[config.mk]
export PLATFORM = sky130hd
export DESIGN_NAME = cmd_frame_rcvr
export DESIGN_NICKNAME = d
export VERILOG_FILES = /design/src/rtl/cmd_frame_rcvr.sv
export SDC_FILE = /design/constraint.sdc
export NUM_CORES = 1
export LEC_CHECK = 0
export BUFFER_PORTS_ARGS = -buffer_cell sky130_fd_sc_hd__clkbuf_2
export CAP_MARGIN = 20
export CORE_MARGIN = 2
export CORE_UTILIZATION = 50
export CTS_BUF_LIST = sky130_fd_sc_hd__clkbuf_8 sky130_fd_sc_hd__clkbuf_16
export CTS_CLUSTER_SIZE = 30
export DETAILED_ROUTE_END_ITERATION = 8
export GPL_ROUTABILITY_DRIVEN = 0
export PLACE_DENSITY = 0.72
export SLEW_MARGIN = 10
export SYNTH_ARGS = -nofsm -noshare
export SYNTH_HDL_FRONTEND = slang
export SYNTH_SLANG_ARGS = --single-unit
[constraint.sdc]
create_clock -name clk -period 1.68 [get_ports clk]
set_input_delay 0.168 -clock clk [delete_from_list [all_inputs] [get_ports clk]]
set_output_delay 0.168 -clock clk [all_outputs]
set_load 0.02 [all_outputs]
[src/rtl/cmd_frame_rcvr.sv]
// Purpose : command-channel UART responder; assembles 3-byte frames (cmd, data hi, data lo) from RX
//           and serializes a 1-byte response on TX. Optional macro STOP_BIT_CHK_EN enables stop-bit checking.
// Latency : cmd/data/cmd_rdy update 2 clocks after the last byte's stop-bit sample; TX starts 1 clock after snd_resp.
// Backpressure: none on RX (an unconsumed frame is overwritten); snd_resp while tx_busy is dropped.
// Ports   : clk/rst_n (sync, active-low); RX/TX serial lines (idle high); cmd, data, cmd_rdy, clr_cmd_rdy
//           frame handshake; snd_resp, resp, resp_sent, tx_busy response path; frm_err framing-error pulse.
module cmd_frame_rcvr #(
   parameter int BAUD_DIV = 2604
) (
   input  logic        clk,
   input  logic        rst_n,
   input  logic        RX,
   output logic        TX,
   output logic [7:0]  cmd,
   output logic [15:0] data,
   output logic        cmd_rdy,
   input  logic        clr_cmd_rdy,
   input  logic        snd_resp,
   input  logic [7:0]  resp,
   output logic        resp_sent,
   output logic        tx_busy,
   output logic        frm_err
);

   localparam int CW = $clog2(BAUD_DIV);
   localparam logic [CW-1:0] BIT_LAST  = CW'(BAUD_DIV - 1);
   localparam logic [CW-1:0] HALF_LAST = CW'(BAUD_DIV / 2 - 1);

   // ---------------- RX bit engine ----------------
   typedef enum logic [1:0] {RX_IDLE, RX_START, RX_DATA, RX_STOP} rx_state_e;

   rx_state_e      rx_state_q, rx_state_d;
   logic           rx_meta_q, rx_sync_q, rx_prev_q;
   logic [CW-1:0]  rx_cnt_q, rx_cnt_d;
   logic [2:0]     rx_bit_q, rx_bit_d;
   logic [7:0]     rx_shift_q, rx_shift_d;
   logic           byte_done;
   logic           start_ok;
`ifdef STOP_BIT_CHK_EN
   logic           stop_bad;
`endif

   always_comb begin
      rx_state_d = rx_state_q;
      rx_cnt_d   = rx_cnt_q + 1'b1;
      rx_bit_d   = rx_bit_q;
      rx_shift_d = rx_shift_q;
      byte_done  = 1'b0;
      start_ok   = 1'b0;
`ifdef STOP_BIT_CHK_EN
      stop_bad   = 1'b0;
`endif
      case (rx_state_q)
         RX_IDLE: begin
            rx_cnt_d = '0;
            if (rx_prev_q && !rx_sync_q) rx_state_d = RX_START;
         end
         RX_START: begin
            // Resample mid start bit; a high level here was only a glitch.
            if (rx_cnt_q == HALF_LAST) begin
               rx_cnt_d = '0;
               if (!rx_sync_q) begin
                  rx_state_d = RX_DATA;
                  rx_bit_d   = '0;
                  start_ok   = 1'b1;
               end else begin
                  rx_state_d = RX_IDLE;
               end
            end
         end
         RX_DATA: begin
            if (rx_cnt_q == BIT_LAST) begin
               rx_cnt_d   = '0;
               rx_shift_d = {rx_sync_q, rx_shift_q[7:1]};
               rx_bit_d   = rx_bit_q + 1'b1;
               if (rx_bit_q == 3'd7) rx_state_d = RX_STOP;
            end
         end
         RX_STOP: begin
            if (rx_cnt_q == BIT_LAST) begin
               rx_cnt_d   = '0;
               rx_state_d = RX_IDLE;
`ifdef STOP_BIT_CHK_EN
               if (rx_sync_q) byte_done = 1'b1;
               else           stop_bad  = 1'b1;
`else
               byte_done = 1'b1;
`endif
            end
         end
         default: rx_state_d = RX_IDLE;
      endcase
   end

   // ---------------- Frame assembler ----------------
   logic [1:0]  byte_cnt_q, byte_cnt_d;
   logic [7:0]  shd_cmd_q, shd_cmd_d, shd_hi_q, shd_hi_d, shd_lo_q, shd_lo_d;
   logic        frame_done_q, frame_done_d;
   logic [7:0]  cmd_q, cmd_d;
   logic [15:0] data_q, data_d;
   logic        cmd_rdy_q, cmd_rdy_d;
`ifdef STOP_BIT_CHK_EN
   logic        frm_err_q, frm_err_d;
`endif

   always_comb begin
      byte_cnt_d   = byte_cnt_q;
      shd_cmd_d    = shd_cmd_q;
      shd_hi_d     = shd_hi_q;
      shd_lo_d     = shd_lo_q;
      frame_done_d = 1'b0;
      cmd_d        = cmd_q;
      data_d       = data_q;
      cmd_rdy_d    = cmd_rdy_q;
`ifdef STOP_BIT_CHK_EN
      frm_err_d    = 1'b0;
`endif
      if (byte_done) begin
         case (byte_cnt_q)
            2'd0:    begin shd_cmd_d = rx_shift_q; byte_cnt_d = 2'd1; end
            2'd1:    begin shd_hi_d  = rx_shift_q; byte_cnt_d = 2'd2; end
            default: begin
               shd_lo_d     = rx_shift_q;
               byte_cnt_d   = 2'd0;
               frame_done_d = 1'b1;
            end
         endcase
      end
`ifdef STOP_BIT_CHK_EN
      if (stop_bad) begin
         byte_cnt_d = 2'd0;
         shd_cmd_d  = '0;
         shd_hi_d   = '0;
         shd_lo_d   = '0;
         frm_err_d  = 1'b1;
      end
`endif
      // Completion outranks any clear that lands in the same cycle.
      if (frame_done_q) begin
         cmd_d     = shd_cmd_q;
         data_d    = {shd_hi_q, shd_lo_q};
         cmd_rdy_d = 1'b1;
      end else if (clr_cmd_rdy || (start_ok && byte_cnt_q == 2'd0)) begin
         cmd_rdy_d = 1'b0;
      end
   end

   // ---------------- TX engine ----------------
   typedef enum logic {TX_IDLE, TX_SEND} tx_state_e;

   tx_state_e     tx_state_q, tx_state_d;
   logic [9:0]    tx_shift_q, tx_shift_d;
   logic [CW-1:0] tx_cnt_q, tx_cnt_d;
   logic [3:0]    tx_bit_q, tx_bit_d;
   logic          tx_busy_q, tx_busy_d;
   logic          resp_sent_q, resp_sent_d;

   always_comb begin
      tx_state_d  = tx_state_q;
      tx_shift_d  = tx_shift_q;
      tx_cnt_d    = tx_cnt_q;
      tx_bit_d    = tx_bit_q;
      tx_busy_d   = tx_busy_q;
      resp_sent_d = resp_sent_q;
      case (tx_state_q)
         TX_IDLE: begin
            if (snd_resp) begin
               tx_shift_d  = {1'b1, resp, 1'b0};
               tx_cnt_d    = '0;
               tx_bit_d    = '0;
               tx_busy_d   = 1'b1;
               resp_sent_d = 1'b0;
               tx_state_d  = TX_SEND;
            end
         end
         TX_SEND: begin
            tx_cnt_d = tx_cnt_q + 1'b1;
            if (tx_cnt_q == BIT_LAST) begin
               tx_cnt_d   = '0;
               // Back-fill with ones so the line rests high once the frame has gone.
               tx_shift_d = {1'b1, tx_shift_q[9:1]};
               if (tx_bit_q == 4'd9) begin
                  tx_state_d  = TX_IDLE;
                  tx_busy_d   = 1'b0;
                  resp_sent_d = 1'b1;
               end else begin
                  tx_bit_d = tx_bit_q + 1'b1;
               end
            end
         end
         default: tx_state_d = TX_IDLE;
      endcase
   end

   // ---------------- State registers ----------------
   always_ff @(posedge clk) begin
      if (!rst_n) begin
         rx_meta_q    <= 1'b1;
         rx_sync_q    <= 1'b1;
         rx_prev_q    <= 1'b1;
         rx_state_q   <= RX_IDLE;
         rx_cnt_q     <= '0;
         rx_bit_q     <= '0;
         rx_shift_q   <= '0;
         byte_cnt_q   <= '0;
         shd_cmd_q    <= '0;
         shd_hi_q     <= '0;
         shd_lo_q     <= '0;
         frame_done_q <= 1'b0;
         cmd_q        <= '0;
         data_q       <= '0;
         cmd_rdy_q    <= 1'b0;
`ifdef STOP_BIT_CHK_EN
         frm_err_q    <= 1'b0;
`endif
         tx_state_q   <= TX_IDLE;
         tx_shift_q   <= '1;
         tx_cnt_q     <= '0;
         tx_bit_q     <= '0;
         tx_busy_q    <= 1'b0;
         resp_sent_q  <= 1'b0;
      end else begin
         rx_meta_q    <= RX;
         rx_sync_q    <= rx_meta_q;
         rx_prev_q    <= rx_sync_q;
         rx_state_q   <= rx_state_d;
         rx_cnt_q     <= rx_cnt_d;
         rx_bit_q     <= rx_bit_d;
         rx_shift_q   <= rx_shift_d;
         byte_cnt_q   <= byte_cnt_d;
         shd_cmd_q    <= shd_cmd_d;
         shd_hi_q     <= shd_hi_d;
         shd_lo_q     <= shd_lo_d;
         frame_done_q <= frame_done_d;
         cmd_q        <= cmd_d;
         data_q       <= data_d;
         cmd_rdy_q    <= cmd_rdy_d;
`ifdef STOP_BIT_CHK_EN
         frm_err_q    <= frm_err_d;
`endif
         tx_state_q   <= tx_state_d;
         tx_shift_q   <= tx_shift_d;
         tx_cnt_q     <= tx_cnt_d;
         tx_bit_q     <= tx_bit_d;
         tx_busy_q    <= tx_busy_d;
         resp_sent_q  <= resp_sent_d;
      end
   end

   assign TX        = tx_shift_q[0];
   assign cmd       = cmd_q;
   assign data      = data_q;
   assign cmd_rdy   = cmd_rdy_q;
   assign tx_busy   = tx_busy_q;
   assign resp_sent = resp_sent_q;
`ifdef STOP_BIT_CHK_EN
   assign frm_err   = frm_err_q;
`else
   assign frm_err   = 1'b0;
`endif

endmodule
Yosys cells after proc, flatten, opt, wreduce, memory -nomap -nowiden
Index checks and enable logic that the tools add are counted.
{"block": "totals", "input_bits": 13, "wordCells": 111, "regBits": 109, "out_inout_bits": 29}
{"block": "classes", "n_reduce_logical": 20, "add_sub_neg": 4, "n_mux": 45, "bitwise": 2, "eq_ne": 19}
{"cell": "$mux W12", "n": 4}
{"cell": "$pmux W12 S3", "n": 1}
{"cell": "$add A12 B1 Y12 const B", "n": 2}
{"cell": "$eq A12 B12 Y1 const B", "n": 2}
{"cell": "$pmux W12 S2", "n": 1}
{"cell": "$mux W10", "n": 2}
{"cell": "$pmux W10 S2", "n": 1}
{"cell": "$mux W1", "n": 17}
{"cell": "$ne A2 B2 Y1 const B", "n": 8}
{"cell": "$eq A12 B11 Y1 const B", "n": 1}
{"cell": "$mux W2", "n": 6}
{"cell": "$mux W4", "n": 3}
{"cell": "$reduce_and A2 Y1", "n": 6}
{"cell": "$mux W3", "n": 3}
{"cell": "$pmux W2 S4", "n": 1}
{"cell": "$pmux W4 S2", "n": 1}
{"cell": "$pmux W1 S2", "n": 3}
{"cell": "$pmux W3 S2", "n": 1}
{"cell": "$reduce_and A3 Y1", "n": 2}
{"cell": "$reduce_and A5 Y1", "n": 1}
{"cell": "$add A4 B1 Y4 const B", "n": 1}
{"cell": "$eq A2 B1 Y1 const B", "n": 2}
{"cell": "$eq A2 B2 Y1 const B", "n": 2}
{"cell": "$eq A4 B4 Y1 const B", "n": 1}
{"cell": "other kinds (12)", "n": 18}

Logic depth before layout (Yosys ltp)
{"block": "logic_depth", "ltp_word": 7, "mapped_depth": 7, "mapped_depth_nobuf": 6}

Worst setup path after synthesis
No wires, ideal clock.
{"block": "synth_timing", "path_type": "flip-flop to flip-flop", "from": "register rx_cnt_q[0]", "to": "register rx_bit_q[1]", "setup_slack_ns": -0.150, "required_time_ns": 1.608, "path_buffers": 1, "arrival_ns": 1.758, "setup_ns": 0.072, "synth_period_minus_slack_ns": 1.830, "path_stages_with_launch": 7, "cell_sequence": "dfxtp_1 > ha_1 > nand4bb_1 > or4_1 > buf_4 > o31ai_4 > mux2i_1"}
{"block": "synth_between", "elab_chain_len": 3, "elab_cells_between_ends": 5, "classes_between": "4 x eq/ne; 1 x reduce/logical"}
{"item": "start, declared", "line_no": "34", "rtl": "logic [CW-1:0] rx_cnt_q, rx_cnt_d;"}
{"item": "start signal, assigned", "line_no": "227", "rtl": "rx_cnt_q <= rx_cnt_d;"}
{"item": "$eq A12 B12 Y1 or $eq A12 B11 Y1 (tied branches)", "line_no": "72, 60"}
{"item": "$ne A2 B2 Y1 (no source line)"}
{"item": "$reduce_and A4 Y1 (no source line) *"}
{"item": "end signal, assigned", "line_no": "228", "rtl": "rx_bit_q <= rx_bit_d;"}
{"item": "end, declared", "line_no": "35", "rtl": "logic [2:0] rx_bit_q, rx_bit_d;"}
Every way passes the cells marked *; elsewhere a longest branch is shown, timed or not.
A chain may end at the register's enable or synchronous reset.

Worst setup path in the final report
{"block": "layout_timing", "from": "register rx_cnt_q[0]", "to": "register rx_bit_q[2]"}
The elaborated chain is that of the path after synthesis.

==> flow_summary_export.csv <==
group,metric,value,unit
outcome,outcome,"complete, but fails checks",
outcome,violations,"negative setup slack",
final_layout,area_delta_synth_final,22.3,%
timing,whs,0.128,ns
final_layout,fin_area,5540,um^2
synthesis,yosysWarnings,0,
clock_tree,clock_path_buffers,2,
routing,dr.first_iter.drc_count,127,
timing,fin_tns_setup,-0.119,ns
synthesis,synth-main-ff-cell,"dfxtp_1",
clock_tree,cts_tree,"done",
clock_tree,clk_pin_slew,0.11,ns
power_and_ir_drop,vdd_drop_max,405,uV
min_path,hold_depth,2,
power_and_ir_drop,p_per_area,816,nW/um^2
min_path,min_delay_worst_endpoint,"tx_shift_q[0]",
timing,max_freq,0.577,GHz
routing,top_layer_used,"met4",
die,fp.coreArea,8760,um^2
final_layout,n_fill_cell,715,
timing,rsz0062_at_grt,"yes",
die,ios,42,
critical_path,startpoint,"rx_cnt_q[0]",
min_path,holdCritStartpoint,"snd_resp",
timing,skew,0.0208,ns
synthesis,syn_inst,469,
final_layout,final_nets,567,
place,dp.cells,636,
synthesis,synth-seq-cells,108,
routing,dr_wl_met3,165,um
timing,fin_crit,1.73,ns
clock_tree,cts_made_buffers,9,
routing,ant_nets,0,
synthesis,synth_top_area_cell,"dfxtp_1",
place,portBuffers,40,
synthesis,async_flop_share,0,%
place,placed_cell_area,5150,um^2
die,die_area,9830,um^2
critical_path,r2r-end,"rx_bit_q[2]",
grt,grt_max_degree,29,
critical_path,crit_path_start_kind,"register",
synthesis,synth.yosys.seq_area_share,47.8,%
critical_path,cp_max_fo,5,
synthesis,synth_nets,489,
power_and_ir_drop,leakage,2.22,nW
synthesis,synth_top_cells_by_area,"dfxtp_1, mux2i_1, nand2_1",
timing,fin_crit_sh,103,%
synthesis,syn_area,4520,um^2
grt,grt.overflow.total,0,
routing,via_per_inst,5.45,
final_layout,insertedDiodeCount,0,
routing,drt_first_pass_iters,4,
timing,setup_slack,-0.0530,ns
routing,vias,3597,
min_path,min_path_type,"input pin to register",
synthesis,synth_common_cells,"dfxtp_1, mux2i_1, nand2_1",
die,die_w,99.1,um
die,die_h,99.1,um
timing,setup_viol,4,
clock_tree,cts-root-buf,"clkbuf_8",
critical_path,worstSetupEndpointType,"register",
run,cap_violations,0,
critical_path,rrSetupSlack,-0.05,ns
critical_path,r2r_cells,6,
clock_tree,htreeDepth,3,
routing,drcViolationCount,0,
timing,maxSlewViolCount,0,
routing,met2WireLength,4690,um
die,rows,34,
final_layout,layout.cells.non_filler,660,
timing,finalHoldViolations,0,
synthesis,synth.most_common_cell,"dfxtp_1",
routing,met1_length,4510,um
synthesis,synth_top_area_share,47.8,%
critical_path,cp.required,1.98,ns
grt,grt_use_total,19.8,%
critical_path,crit_arrival,2.03,ns
routing,wire_per_inst,14.4,um
grt,grt_antenna_before_repair,0,
synthesis,yosysUniqueCellTypes,54,
final_layout,drive_gt1_share,26.8,%
clock_tree,insertion_delay,0.38,ns
critical_path,critPathKind,"register to register",
routing,routed_wl,9490,um
grt,grt_pass1_wl,16100,um
synthesis,synth_edf_count,0,
grt,grt_pass1_vias,3469,
critical_path,r2r_start,"rx_cnt_q[0]",
die,start_util,51.6,%
clock_tree,clock-sinks,108,
synthesis,syn_area_per_cell,9.65,um^2
place,hpwl,6560,um
[placed cells by master (no fill, tap or decap), types with 6 or more instances in the layout]
master and n:
a21oi_1 8, buf_4 44, clkbuf_2 40, clkbuf_8 9, dfxtp_1 101, inv_1 6
mux2_2 7, mux2i_1 68, nand2_1 59, nand2b_1 7, nand3_1 16, nand4_1 7
nor2_1 54, o21ai_0 9, or3_1 7, xor2_1 7
[kinds of logic after synthesis]
family          count (synthesis)  share of synthesized area (%)
fa+ha+maj                       7                           1.94
xor+xnor                        9                           1.74
mux                            76                           17.0
simple gates                  188                           20.8
flops                         108                           47.8
compound gates                 49                           7.66
other cells                     1                         0.0829
buf+inv                        31                           2.99
[worst max path at each step]
stage | to | slack [ns]
finish | rx_bit_q[2] | -0.05
global route | rx_bit_q[2] | -0.12
CTS | shd_hi_q[5] | -0.07
detailed placement | rx_bit_q[2] | -0.08
global placement | rx_bit_q[2] | -0.02
floorplan | rx_bit_q[1] | -0.0002
[power by group]
part | switching [mW] | total, mW | internal, mW | leakage [nW]
logic | 0.147 | 0.259 | 0.112 | 1.23
registers | 0.0227 | 2.61 | 2.58 | 0.877
clock network | 1.04 | 1.65 | 0.611 | 0.107
[worst max-delay path: stages, from the launching register on]
cell       delay, ns
dfxtp_4         0.38
ha_4            0.15
nand4bb_4       0.11
or4_4           0.56
buf_6           0.16
o31ai_4         0.07
mux2i_1         0.23
[registers in the layout (all words and copies together), names as in the netlist, 2 cells and up, named ones only]
| name | count |
|---|---|
| data | 16 |
| rx_cnt_q | 12 |
| tx_cnt_q | 12 |
| tx_shift_q | 9 |
| cmd | 8 |
| rx_shift_q | 8 |
| shd_cmd_q | 8 |
| shd_hi_q | 8 |
| shd_lo_q | 8 |
| tx_bit_q | 4 |
| rx_bit_q | 3 |
| byte_cnt_q | 2 |
[per-stage QoR]
| step | setup WS (ns) | utilization (%) | power (mW) |
|---|---|---|---|
| after floorplan | -0.000222 | - | 2.82 |
| after global placement | -0.0168 | 58.8 | 2.90 |
| after detailed placement | -0.0843 | 58.8 | 2.91 |
| after CTS | -0.0655 | 62.0 | 4.53 |
| after global routing | -0.121 | 63.2 | 4.68 |
| final | -0.0530 | 63.2 | 4.52 |
[per-layer routing]
layer / GRT usage, % / vias up
met5: 0 / -
li1: - / 1802
met2: 33.2 / 34
met1: 26.3 / 1752
met3: 2.74 / 9
met4: 6.95 / 0
[final cells by class]
| type | count | area, um^2 | area share [%] |
|---|---|---|---|
| timing repair buffer | 91 | 617 | 11.1 |
| clock buffer | 9 | 124 | 2.24 |
| tap | 108 | 135 | 2.44 |
| sequential | 108 | 2180 | 39.4 |
| multi-input combinational | 330 | 2360 | 42.7 |
| inverter | 7 | 26.3 | 0.475 |
| clock inverter | 7 | 93.8 | 1.70 |
[what timing repair did]
action	4_1_cts	5_1_grt
resized for setup	10	23
hold endpoints to repair	1	0
pin swaps	1	9
hold buffers	1	0
cloned	1	1
setup endpoints to repair	49	56
buffers inserted	2	3
No activity file was read; power rests on OpenSTA's default activity.
